<file path="src/rtl/hazard_ctrl.sv">
// Pipeline hazard controller for the 5-stage RV32I core.
//
// Purpose: drives the operand-forwarding mux selects, the pipeline register
// enables and the bubble/flush controls. It resolves load-use stalls,
// taken-branch flushes and multi-cycle data-memory waits, and raises a sticky
// bus error when a memory wait exceeds MEM_TIMEOUT cycles. It also keeps
// saturating stall and flush counters.
//
// Ports:
//   clk_i, rst_ni                  clock (rising edge), async active-low reset
//   id_rs1_i/id_rs2_i, id_uses_*   ID-stage sources and whether each is read
//   ex_rs1_i/ex_rs2_i/ex_rd_i      EX-stage sources and destination
//   ex_mem_read_i                  EX instruction is a load
//   ex_branch_taken_i              EX resolved a taken branch/jump
//   mem_rd_i, mem_reg_write_i      MEM-stage destination and write flag
//   mem_access_i, dmem_ready_i     MEM request valid / completes this cycle
//   wb_rd_i, wb_reg_write_i        WB-stage destination and write flag
//   pc_en_o, ifid_en_o, idex_en_o, exmem_en_o   pipeline register enables
//   ifid_flush_o, idex_bubble_o, memwb_bubble_o NOP insertion controls
//   fwd_a_o, fwd_b_o               00 regfile, 01 WB result, 10 MEM result
//   bus_err_o                      sticky memory-timeout error
//   stall_cycles_o, flush_count_o  saturating performance counters
module hazard_ctrl #(
  parameter int unsigned MEM_TIMEOUT = 255,
  parameter int unsigned CNT_W       = 16
) (
  input  logic             clk_i,
  input  logic             rst_ni,
  input  logic [4:0]       id_rs1_i,
  input  logic [4:0]       id_rs2_i,
  input  logic             id_uses_rs1_i,
  input  logic             id_uses_rs2_i,
  input  logic [4:0]       ex_rs1_i,
  input  logic [4:0]       ex_rs2_i,
  input  logic [4:0]       ex_rd_i,
  input  logic             ex_mem_read_i,
  input  logic             ex_branch_taken_i,
  input  logic [4:0]       mem_rd_i,
  input  logic             mem_reg_write_i,
  input  logic             mem_access_i,
  input  logic             dmem_ready_i,
  input  logic [4:0]       wb_rd_i,
  input  logic             wb_reg_write_i,
  output logic             pc_en_o,
  output logic             ifid_en_o,
  output logic             ifid_flush_o,
  output logic             idex_bubble_o,
  output logic             idex_en_o,
  output logic             exmem_en_o,
  output logic             memwb_bubble_o,
  output logic [1:0]       fwd_a_o,
  output logic [1:0]       fwd_b_o,
  output logic             bus_err_o,
  output logic [CNT_W-1:0] stall_cycles_o,
  output logic [CNT_W-1:0] flush_count_o
);

  // Wide enough to hold MEM_TIMEOUT + 1 so the timeout compare never wraps.
  localparam int unsigned WaitW = $clog2(MEM_TIMEOUT + 2);

  typedef enum logic [1:0] {
    StRun,
    StMemWait,
    StErr
  } state_e;

  state_e             state_q, state_d;
  logic [WaitW-1:0]   wait_cnt_q, wait_cnt_d;
  logic [CNT_W-1:0]   stall_cnt_q, flush_cnt_q;
  logic [31:0]        wait_inc;
  logic               freeze;
  logic               load_use;

  assign wait_inc = 32'(wait_cnt_q) + 32'd1;

  assign load_use = ex_mem_read_i && (ex_rd_i != 5'd0) &&
                    ((id_uses_rs1_i && (ex_rd_i == id_rs1_i)) ||
                     (id_uses_rs2_i && (ex_rd_i == id_rs2_i)));

  // Operand forwarding: the younger result (MEM) wins; x0 is never forwarded.
  always_comb begin
    fwd_a_o = 2'b00;
    if (mem_reg_write_i && (mem_rd_i != 5'd0) && (mem_rd_i == ex_rs1_i)) begin
      fwd_a_o = 2'b10;
    end else if (wb_reg_write_i && (wb_rd_i != 5'd0) && (wb_rd_i == ex_rs1_i)) begin
      fwd_a_o = 2'b01;
    end
  end

  always_comb begin
    fwd_b_o = 2'b00;
    if (mem_reg_write_i && (mem_rd_i != 5'd0) && (mem_rd_i == ex_rs2_i)) begin
      fwd_b_o = 2'b10;
    end else if (wb_reg_write_i && (wb_rd_i != 5'd0) && (wb_rd_i == ex_rs2_i)) begin
      fwd_b_o = 2'b01;
    end
  end

  // Next state and pipeline controls.
  always_comb begin
    state_d        = state_q;
    wait_cnt_d     = wait_cnt_q;
    freeze         = 1'b0;
    bus_err_o      = 1'b0;
    pc_en_o        = 1'b1;
    ifid_en_o      = 1'b1;
    idex_en_o      = 1'b1;
    exmem_en_o     = 1'b1;
    ifid_flush_o   = 1'b0;
    idex_bubble_o  = 1'b0;
    memwb_bubble_o = 1'b0;

    unique case (state_q)
      StRun: begin
        if (mem_access_i && !dmem_ready_i) begin
          freeze     = 1'b1;
          state_d    = StMemWait;
          wait_cnt_d = WaitW'(1);
        end
      end
      StMemWait: begin
        if (!dmem_ready_i) begin
          freeze = 1'b1;
          if ((MEM_TIMEOUT != 0) && (wait_inc >= MEM_TIMEOUT)) begin
            state_d = StErr;
          end else if (!(&wait_cnt_q)) begin
            wait_cnt_d = wait_cnt_q + 1'b1;
          end
        end else begin
          // Release cycle: branch/load-use logic below applies right away.
          state_d    = StRun;
          wait_cnt_d = '0;
        end
      end
      StErr: begin
        freeze    = 1'b1;
        bus_err_o = 1'b1;
      end
      default: begin
        state_d    = StRun;
        wait_cnt_d = '0;
      end
    endcase

    if (freeze) begin
      pc_en_o        = 1'b0;
      ifid_en_o      = 1'b0;
      idex_en_o      = 1'b0;
      exmem_en_o     = 1'b0;
      memwb_bubble_o = 1'b1;
    end else if (ex_branch_taken_i) begin
      // The dependent instruction in ID is squashed, so load-use is moot.
      ifid_flush_o  = 1'b1;
      idex_bubble_o = 1'b1;
    end else if (load_use) begin
      pc_en_o       = 1'b0;
      ifid_en_o     = 1'b0;
      idex_bubble_o = 1'b1;
    end
  end

  always_ff @(posedge clk_i or negedge rst_ni) begin
    if (!rst_ni) begin
      state_q     <= StRun;
      wait_cnt_q  <= '0;
      stall_cnt_q <= '0;
      flush_cnt_q <= '0;
    end else begin
      state_q    <= state_d;
      wait_cnt_q <= wait_cnt_d;
      if (!pc_en_o && !(&stall_cnt_q)) begin
        stall_cnt_q <= stall_cnt_q + 1'b1;
      end
      if (ifid_flush_o && !(&flush_cnt_q)) begin
        flush_cnt_q <= flush_cnt_q + 1'b1;
      end
    end
  end

  assign stall_cycles_o = stall_cnt_q;
  assign flush_count_o  = flush_cnt_q;

endmodule

</file>
<file path="config.mk">
export PLATFORM = sky130hd
export DESIGN_NAME = hazard_ctrl
export DESIGN_NICKNAME = d
export VERILOG_FILES = /design/src/rtl/hazard_ctrl.sv
export SDC_FILE = /design/constraint.sdc
export NUM_CORES = 1
export LEC_CHECK = 0
export CAP_MARGIN = 20
export CORE_MARGIN = 4
export CORE_UTILIZATION = 41
export DETAILED_ROUTE_END_ITERATION = 10
export GPL_TIMING_DRIVEN = 0
export PLACE_DENSITY = 0.85
export SYNTH_ARGS = -nofsm -noshare
export SYNTH_HDL_FRONTEND = slang
export SYNTH_SLANG_ARGS = --single-unit
</file>
<file path="constraint.sdc">
create_clock -name clk_i -period 2.5 [get_ports clk_i]
set_input_delay 0.5 -clock clk_i [delete_from_list [all_inputs] [get_ports clk_i]]
set_output_delay 0.5 -clock clk_i [all_outputs]
set_load 0.05 [all_outputs]
</file>
**Word level (Yosys, flattened, before mapping)**

Cells that the tools add are included.

- Flip-flop bits (word level): 43
- Input port bits: 45
- Output and inout port bits: 44
- Word-level logic and storage cells: 76

- Add/sub/neg operators: 4
- $lt $le $gt $ge: 1
- Equality and inequality tests: 12
- Muxes and demuxes: 27
- Bitwise gates (word level): 1
- Reductions and logical operators: 27

Operators with widths:

| kind | count |
|---|---|
| 2-to-1 mux 9 bit | 4 |
| adder 16 x 1 -> 16 bit (second input constant) | 2 |
| AND reduction 16 bit | 2 |
| == test 5 bit | 6 |
| case mux 9 bit (3 select lines) | 1 |
| 2-to-1 mux 1 bit | 15 |
| nonzero test 5 bit | 3 |
| logical AND 1 bit | 13 |
| adder 9 x 1 -> 10 bit (second input constant) | 1 |
| greater-or-equal comparator 10 x 8 -> 1 bit (second input constant) | 1 |
| 2-to-1 mux 2 bit | 5 |
| adder 9 x 1 -> 9 bit (second input constant) | 1 |
| inequality test 3 bit (second input constant) | 3 |
| AND reduction 9 bit | 1 |
| case mux 2 bit (3 select lines) | 1 |
| logical NOT 1 bit | 4 |
| AND reduction 4 bit | 1 |
| case mux 1 bit (3 select lines) | 1 |
| AND reduction 3 bit | 1 |
| == test 2 x 1 -> 1 bit (second input constant) | 1 |
| == test 2 bit (second input constant) | 1 |
| logical NOT 2 bit | 1 |
| inequality test 2 bit (second input constant) | 1 |
| logical OR 1 bit | 1 |
| NOT 1 bit | 1 |

**Logic depth before layout (Yosys ltp)**

Gate-level depths: netlist of the first run.

- Depth in word-level cells: 9
- Mapped depth: 11
- Gate-level depth less buffers: 10

**Worst setup path before layout of the first run**

No wires, ideal clock.

- Path kind: input -> output
- Start point: input port mem_rd_i[1]
- End point: output port fwd_a_o[0]
- Data arrival time: 3.077 ns
- Data required time: 2.000 ns
- Setup slack: -1.077 ns
- Cell stages on the path: 4
- Buffers on the path: 0
- Path through: or4_1 > o21ai_0 > nor4_1 > nor4_1

- Longest elaborated chain between the ends: 4
- Elaborated cells on any way between the ends: 5
- Those cells by class: eq/ne: 1; mux: 1; reduce/logical: 3

RTL lines:

| item | line | text |
|---|---|---|
| start, declared | 38 | `input logic [4:0] mem_rd_i,` |
| nonzero test 5 bit | 83 | `if (mem_reg_write_i && (mem_rd_i != 5'd0) && (mem_rd_i == ex_rs1_i)) begin` |
| logical AND 1 bit | 83 |  |
| logical AND 1 bit * | 83 |  |
| 2-to-1 mux 2 bit * | 83 |  |
| end, declared | 51 | `output logic [1:0] fwd_a_o,` |

Mark *: on every way between the ends. The rest lies on a longest branch, timed or not.

**Final worst setup path of the first run**

Same ends and word-level chain as after synthesis.

==> results of run 1 <==
==> per-stage QoR <==
step / instance area [um2] / power (mW)
after floorplan: 2650 / 1.51
after global placement: 3620 / 1.86
after detailed placement: 3630 / 1.89
after CTS: 3780 / 2.29
after global routing: 3930 / 2.41
final: 3930 / 2.30
==> cell usage in the layout (no fill, tap or decap), types with 4 or more instances in the layout <==
master	instances
clkdlybuf4s50_1	51
xnor2_1	43
dfrtp_1	42
xor2_1	19
nand4_1	18
nand2_1	17
and3_1	14
buf_4	14
nand3_1	12
clkbuf_2	9
buf_6	8
dlymetal6s2s_1	8
a21oi_1	7
dlygate4sd2_1	7
o21ai_1	5
clkbuf_8	5
buf_2	4
inv_1	4
nor4_4	4
clkdlybuf4s15_1	4
==> cells by family after synthesis <==
group / Yosys count
DFF: 43
adders and majority gates: 5
xor gates and xnor gates: 62
muxes: 4
and+or+nand+nor: 89
AOI/OAI and AO/OA: 37
buffers and inverters: 14
==> sequential cells by signal, indices dropped and copies added (netlist names) <==
register and flops:
state_q 2, stall_cycles_o 16, flush_count_o 16, wait_cnt_q 9
==> repair_timing <==
item                       CTS  global route
pin swaps                    7            18
setup buffers                4             8
setup endpoints to repair   25            27
gates resized for setup     87            52
gates cloned                 1             0
==> report_power, final <==
group | internal, mW | switching [mW] | leakage, nW
sequential | 0.796 | 0.131 | 0.574
clock | 0.186 | 0.213 | 0.0371
combinational | 0.384 | 0.595 | 1.08
==> final cells by class <==
cell class | count | share of cell area
clock buffers | 6 | 0.0185
repair buffers | 102 | 0.246
plain buffers | 7 | 0.0140
inverters | 6 | 0.00574
flip-flops and latches | 43 | 0.274
well taps | 75 | 0.0239
multi-input cells | 197 | 0.417
==> worst max-delay path, delay by kind of cell <==
family          cells  cell delay [ns]
simple gates        3             0.77
buf+inv             3             0.56
compound gates      1             0.16
==> routing by layer <==
layer  share of wire  vias up  global-route usage
li1                -     1135                   -
met4           0.017        0              0.0377
met3           0.058       14              0.0388
met1            0.42     1154               0.212
met5               0        -                   0
met2            0.51       73               0.321
==> how the worst max path moves through the flow <==
stage	start	cells after the start	slack (ns)	end
6_report	mem_rd_i[1]	7	0.02	fwd_a_o[0]
3_5_place_dp	wb_rd_i[3]	6	-1.03	fwd_b_o[0]
4_1_cts	mem_rd_i[1]	6	-0.14	fwd_b_o[0]
2_1_floorplan	state_q[0]$_DFFE_PN0P_	6	-0.31	pc_en_o
3_3_place_gp	wb_rd_i[3]	6	-0.97	fwd_b_o[0]
5_1_grt	mem_rd_i[1]	7	-0.04	fwd_a_o[0]
==> flow_metrics.py, run 1 <==
metrics = {
    "status": {
        "outcome": "complete, no violations",
    },
    "clock_network": {
        "clock-root-buffer": "clkbuf_8",
        "cts_num_sinks": 43,
        "cts_buffers": 5,
        "clkSlewWorstSetupHoldPaths_ns": 0.08,
        "ctsHoldBuffers": 0,
        "clk_latency_ns": 0.29,
        "clockBufferDepth": 2,
        "h-tree-depth": 2,
        "cts_tree": "done",
    },
    "sta": {
        "hold_viol": 0,
        "fin_crit_ns": 2.48,
        "post-route-period-util": 0.994,
        "setup_violations": 0,
        "skew_ns": 0.00644,
        "max_freq_mhz": 402,
        "fin_tns_setup_ns": 0,
        "timing.final.ws_setup_ns": 0.0153,
        "rsz0062_at_grt": "true",
        "slew_viol_final": 0,
        "finalHoldWorstSlack_ns": 0.0490,
        "slew_headroom": 0.591,
        "worst_pin_slew_ns": 0.612,
    },
    "die": {
        "initial_core_util": 0.430,
        "die_area_um2": 7610,
        "io_pins": 89,
        "rows": 28,
        "core_region_area_um2": 5990,
        "dieHeight_um": 87.2,
        "die_w_um": 87.2,
    },
    "hold_path": {
        "hold_class": "primary input to asynchronous set/reset pin",
    },
    "drt": {
        "antenna_left": 0,
        "via_per_inst": 5.45,
        "drc": 0,
        "wirelength_um": 6730,
        "drt_pre_antenna_iters": 4,
        "num_vias": 2376,
        "drt_iter0_drc": 92,
        "wire_per_inst_um": 15.4,
    },
    "logic_synthesis": {
        "synth-simple-area-share": 0.196,
        "seq_area_frac_synth": 0.418,
        "async_reset_ff_frac": 1.00,
        "synthFlopType": "dfrtp_1",
        "ys_warn_count": 0,
        "yosysTopAreaCell": "dfrtp_1",
        "synth_cell_types": 42,
        "synth_area_leaders": "dfrtp_1, xnor2_1, xor2_1, nand4_1, and3_1",
        "synth_top_family_by_area": "XOR/XNOR gates",
        "synth-seq-cells": 43,
        "synth_area_per_cell_um2": 10.1,
        "syn-cell-area_um2": 2570,
        "synth-xor-area-share": 0.211,
        "synth.top_cell.area_share": 0.418,
        "synthCells": 254,
        "synth.area.mux_share": 0.0170,
        "yosys-top-cells-count": "dfrtp_1, xnor2_1, xor2_1",
        "synth-edff-count": 0,
        "syn_nets": 304,
        "synth-compound-area-share": 0.103,
        "synthAdderAreaFrac": 0.0243,
    },
    "critical_path": {
        "worstPathRequired_ns": 2.00,
        "max_stage_delay_ns": 0.44,
        "worstPathArrival_ns": 1.98,
        "ff2ff_path_depth": 11,
        "setup.worst_path.end_class": "output port",
        "r2r-end": "wait_cnt_q[3]$_DFFE_PN0P_",
        "r2r_slack_ns": 0.06,
        "path_max_fanout": 3,
        "path_cells": "clkdlybuf4s15_1, or4_1, o21ai_2, buf_4, nor4_4, nor4_4, buf_6",
        "start_kind": "primary input",
        "cpMostUsedCell": "nor4_4",
        "criticalPathCategory": "primary input to output port",
        "timing.rr.start": "wait_cnt_q[0]$_DFFE_PN0P_",
        "slowest_stage": "or4_1",
    },
    "placed_design": {
        "gp_congestion": 0.855,
        "dp_hpwl_um": 5050,
        "portBuffers": 88,
        "place_inst": 418,
        "pre_cts_slack_ns": -1.03,
    },
    "global_route": {
        "grt_pass1_vias": 2356,
        "grt_max_degree": 37,
        "grt_pass1_wl_um": 10800,
        "grt_overflow": 0,
        "grt_antenna_before_repair": 0,
        "grt.total_usage": 0.176,
    },
    "finish": {
        "drive_above_1_share": 0.216,
        "fill_cells": 462,
        "regArea_um2": 1080,
        "area_growth_pct": 52.6,
        "nets": 412,
        "utilization": 0.655,
        "stdcell_count": 436,
        "multiInputGateArea_um2": 1640,
        "diodes": 0,
    },
    "job": {
        "drv_cap": 0,
    },
    "power": {
        "cellLeakagePower_nw": 1.69,
        "ir_drop_mv": 0.724,
        "power_density_nw_per_um2": 587,
    },
}
Note: power is estimated with default switching activity, not from simulation.
==> run 2: changes to the inputs <==
TNS_END_PERCENT = 30   (was not set)
==> run 2 against run 1 <==
Against the previous run:
- via count decreased by 0.51%
- cell count unchanged
- total power grew 10%
- design area hardly changed
- worst hold slack got worse by 0.024 ns
- setup slack worse by 0.0078 ns
- sequential share of layout area about the same
- die area stayed put
- largest cell class unchanged
==> flow_metrics.py, run 2 (synthesized netlist as in run 1, its figures left out) <==
metrics = {
    "clock_network": {
        "cts_tree": "done",
        "clock-root-buffer": "clkbuf_8",
        "clk_latency_ns": 0.30,
        "clkSlewWorstSetupHoldPaths_ns": 0.08,
        "cts_buffers": 5,
        "clockBufferDepth": 2,
        "cts_num_sinks": 43,
        "h-tree-depth": 2,
    },
    "sta": {
        "slew_headroom": 0.589,
        "fin_crit_ns": 2.49,
        "worst_pin_slew_ns": 0.616,
        "skew_ns": 0.00700,
        "rsz0062_at_grt": "true",
        "setup_violations": 0,
        "hold_viol": 0,
        "fin_tns_setup_ns": 0,
        "slew_viol_final": 0,
        "post-route-period-util": 0.997,
        "max_freq_mhz": 401,
    },
    "die": {
        "dieHeight_um": 87.2,
        "die_area_um2": 7610,
        "io_pins": 89,
        "rows": 28,
        "die_w_um": 87.2,
        "core_region_area_um2": 5990,
        "initial_core_util": 0.430,
    },
    "job": {
        "drv_cap": 0,
    },
    "critical_path": {
        "worstPathArrival_ns": 1.99,
        "path_buf_inv": 3,
        "criticalPathCategory": "primary input to output port",
        "path_cells": "clkdlybuf4s15_2, or4_4, o21ai_4, buf_6, nor4_4, nor4_4, buf_6",
        "worstPathRequired_ns": 2.00,
        "crit_family": "simple AND/OR/NAND/NOR gates",
        "start_kind": "primary input",
        "slowest_stage": "or4_4",
        "setup.worst_path.end_class": "output port",
        "max_stage_delay_ns": 0.44,
        "path_max_fanout": 3,
    },
    "power": {
        "cellLeakagePower_nw": 1.67,
        "ir_drop_mv": 0.683,
        "power_density_nw_per_um2": 647,
    },
    "drt": {
        "wire_per_inst_um": 16.1,
        "antenna_left": 0,
        "drc": 0,
        "drt_pre_antenna_iters": 4,
        "num_vias": 2364,
        "wirelength_um": 7030,
        "drt_iter0_drc": 112,
        "via_per_inst": 5.42,
    },
    "finish": {
        "mostFrequentLayoutCells": "clkdlybuf4s50_1, xnor2_1, dfrtp_1",
        "final_common_cell": "clkdlybuf4s50_1",
        "utilization": 0.655,
        "diodes": 0,
        "drive_above_1_share": 0.208,
        "nets": 410,
        "fill_cells": 472,
        "area_growth_pct": 52.4,
        "stdcell_count": 436,
    },
    "global_route": {
        "grt_antenna_before_repair": 0,
        "grt_pass1_vias": 2366,
        "grt.total_usage": 0.185,
        "grt_max_degree": 38,
        "grt_pass1_wl_um": 11200,
        "grt_overflow": 0,
    },
    "placed_design": {
        "dp_hpwl_um": 4980,
        "place_inst": 418,
        "portBuffers": 88,
        "gp_congestion": 0.838,
    },
    "status": {
        "outcome": "complete, no violations",
    },
    "hold_path": {
        "hold_class": "primary input to asynchronous set/reset pin",
    },
}
run 2: cell types whose count changed in the layout (fill, tap and decap cells not counted), sizes merged:
| cell | previous run | this run |
|---|---|---|
| clkdlybuf4s15 | 5 | 3 |
| dlymetal6s2s | 8 | 3 |
| dlygate4sd2 | 7 | 12 |
| clkdlybuf4s50 | 51 | 55 |
| buf | 28 | 29 |
| clkbuf | 16 | 11 |
| bufinv | 0 | 2 |
run 2: path summary, 6_finish.rpt:
path                                          startpoint                       endpoint  slack [ns]  cells after the start
hold reg to reg            flush_count_o[10]$_DFFE_PN0P_  flush_count_o[10]$_DFFE_PN0P_        0.50                      1
max in group asynchronous                         rst_ni      wait_cnt_q[0]$_DFFE_PN0P_        2.02                      2
hold / removal                                    rst_ni  stall_cycles_o[1]$_DFFE_PN0P_        0.02                      1
setup / recovery                             mem_rd_i[1]                     fwd_b_o[0]       0.008                      7
setup reg to reg               wait_cnt_q[0]$_DFFE_PN0P_      wait_cnt_q[0]$_DFFE_PN0P_        0.06                     11
min in group clk_i         flush_count_o[10]$_DFFE_PN0P_  flush_count_o[10]$_DFFE_PN0P_        0.50                      1
run 2: report_power, final:
| group | switching (mW) | internal [mW] | total, mW |
|---|---|---|---|
| clock network | 0.246 | 0.399 | 0.646 |
| logic | 0.588 | 0.382 | 0.969 |
| registers | 0.129 | 0.795 | 0.924 |
run 2: cell type report:
class                   instances  area [um2]  share of cell area
inverters                       6        22.5             0.00574
plain buffers                   8        60.1              0.0153
flip-flops and latches         43        1080               0.275
clock buffers                   6        72.6              0.0185
clock inverters                 2        60.1              0.0153
well taps                      75        93.8              0.0239
repair buffers                 99         950               0.242
multi-input cells             197        1590               0.404
run 2: repair_timing:
| item | in CTS | in global routing |
|---|---|---|
| gates cloned | 0 | 0 |
| pin swaps | 10 | 11 |
| hold buffers | 0 | 0 |
| setup endpoints to repair | 25 | 23 |
| resized for setup | 104 | 27 |
| setup buffers | 2 | 8 |
| endpoints found under the hold margin | 0 | 0 |
run 2: stage by stage:
stage          setup WS, ns  hold WS (ns)  instance area (um2)  total power [mW]
4_1_cts             -0.0144        0.0274                 3820              2.54
3_3_place_gp         -0.958         0.448                 3620              1.86
3_5_place_dp          -1.04         0.353                 3630              1.89
5_1_grt             -0.0401        0.0255                 3920              2.66
2_1_floorplan        -0.311         0.204                 2650              1.51
6_report            0.00752        0.0247                 3920              2.54
run 2: layer usage:
metal / up-vias / wire length, um / global-route usage
met5: - / 0 / 0
met4: 0 / 172 / 0.0656
met3: 16 / 492 / 0.0492
met2: 84 / 3480 / 0.320
met1: 1130 / 2890 / 0.221
li1: 1134 / - / -
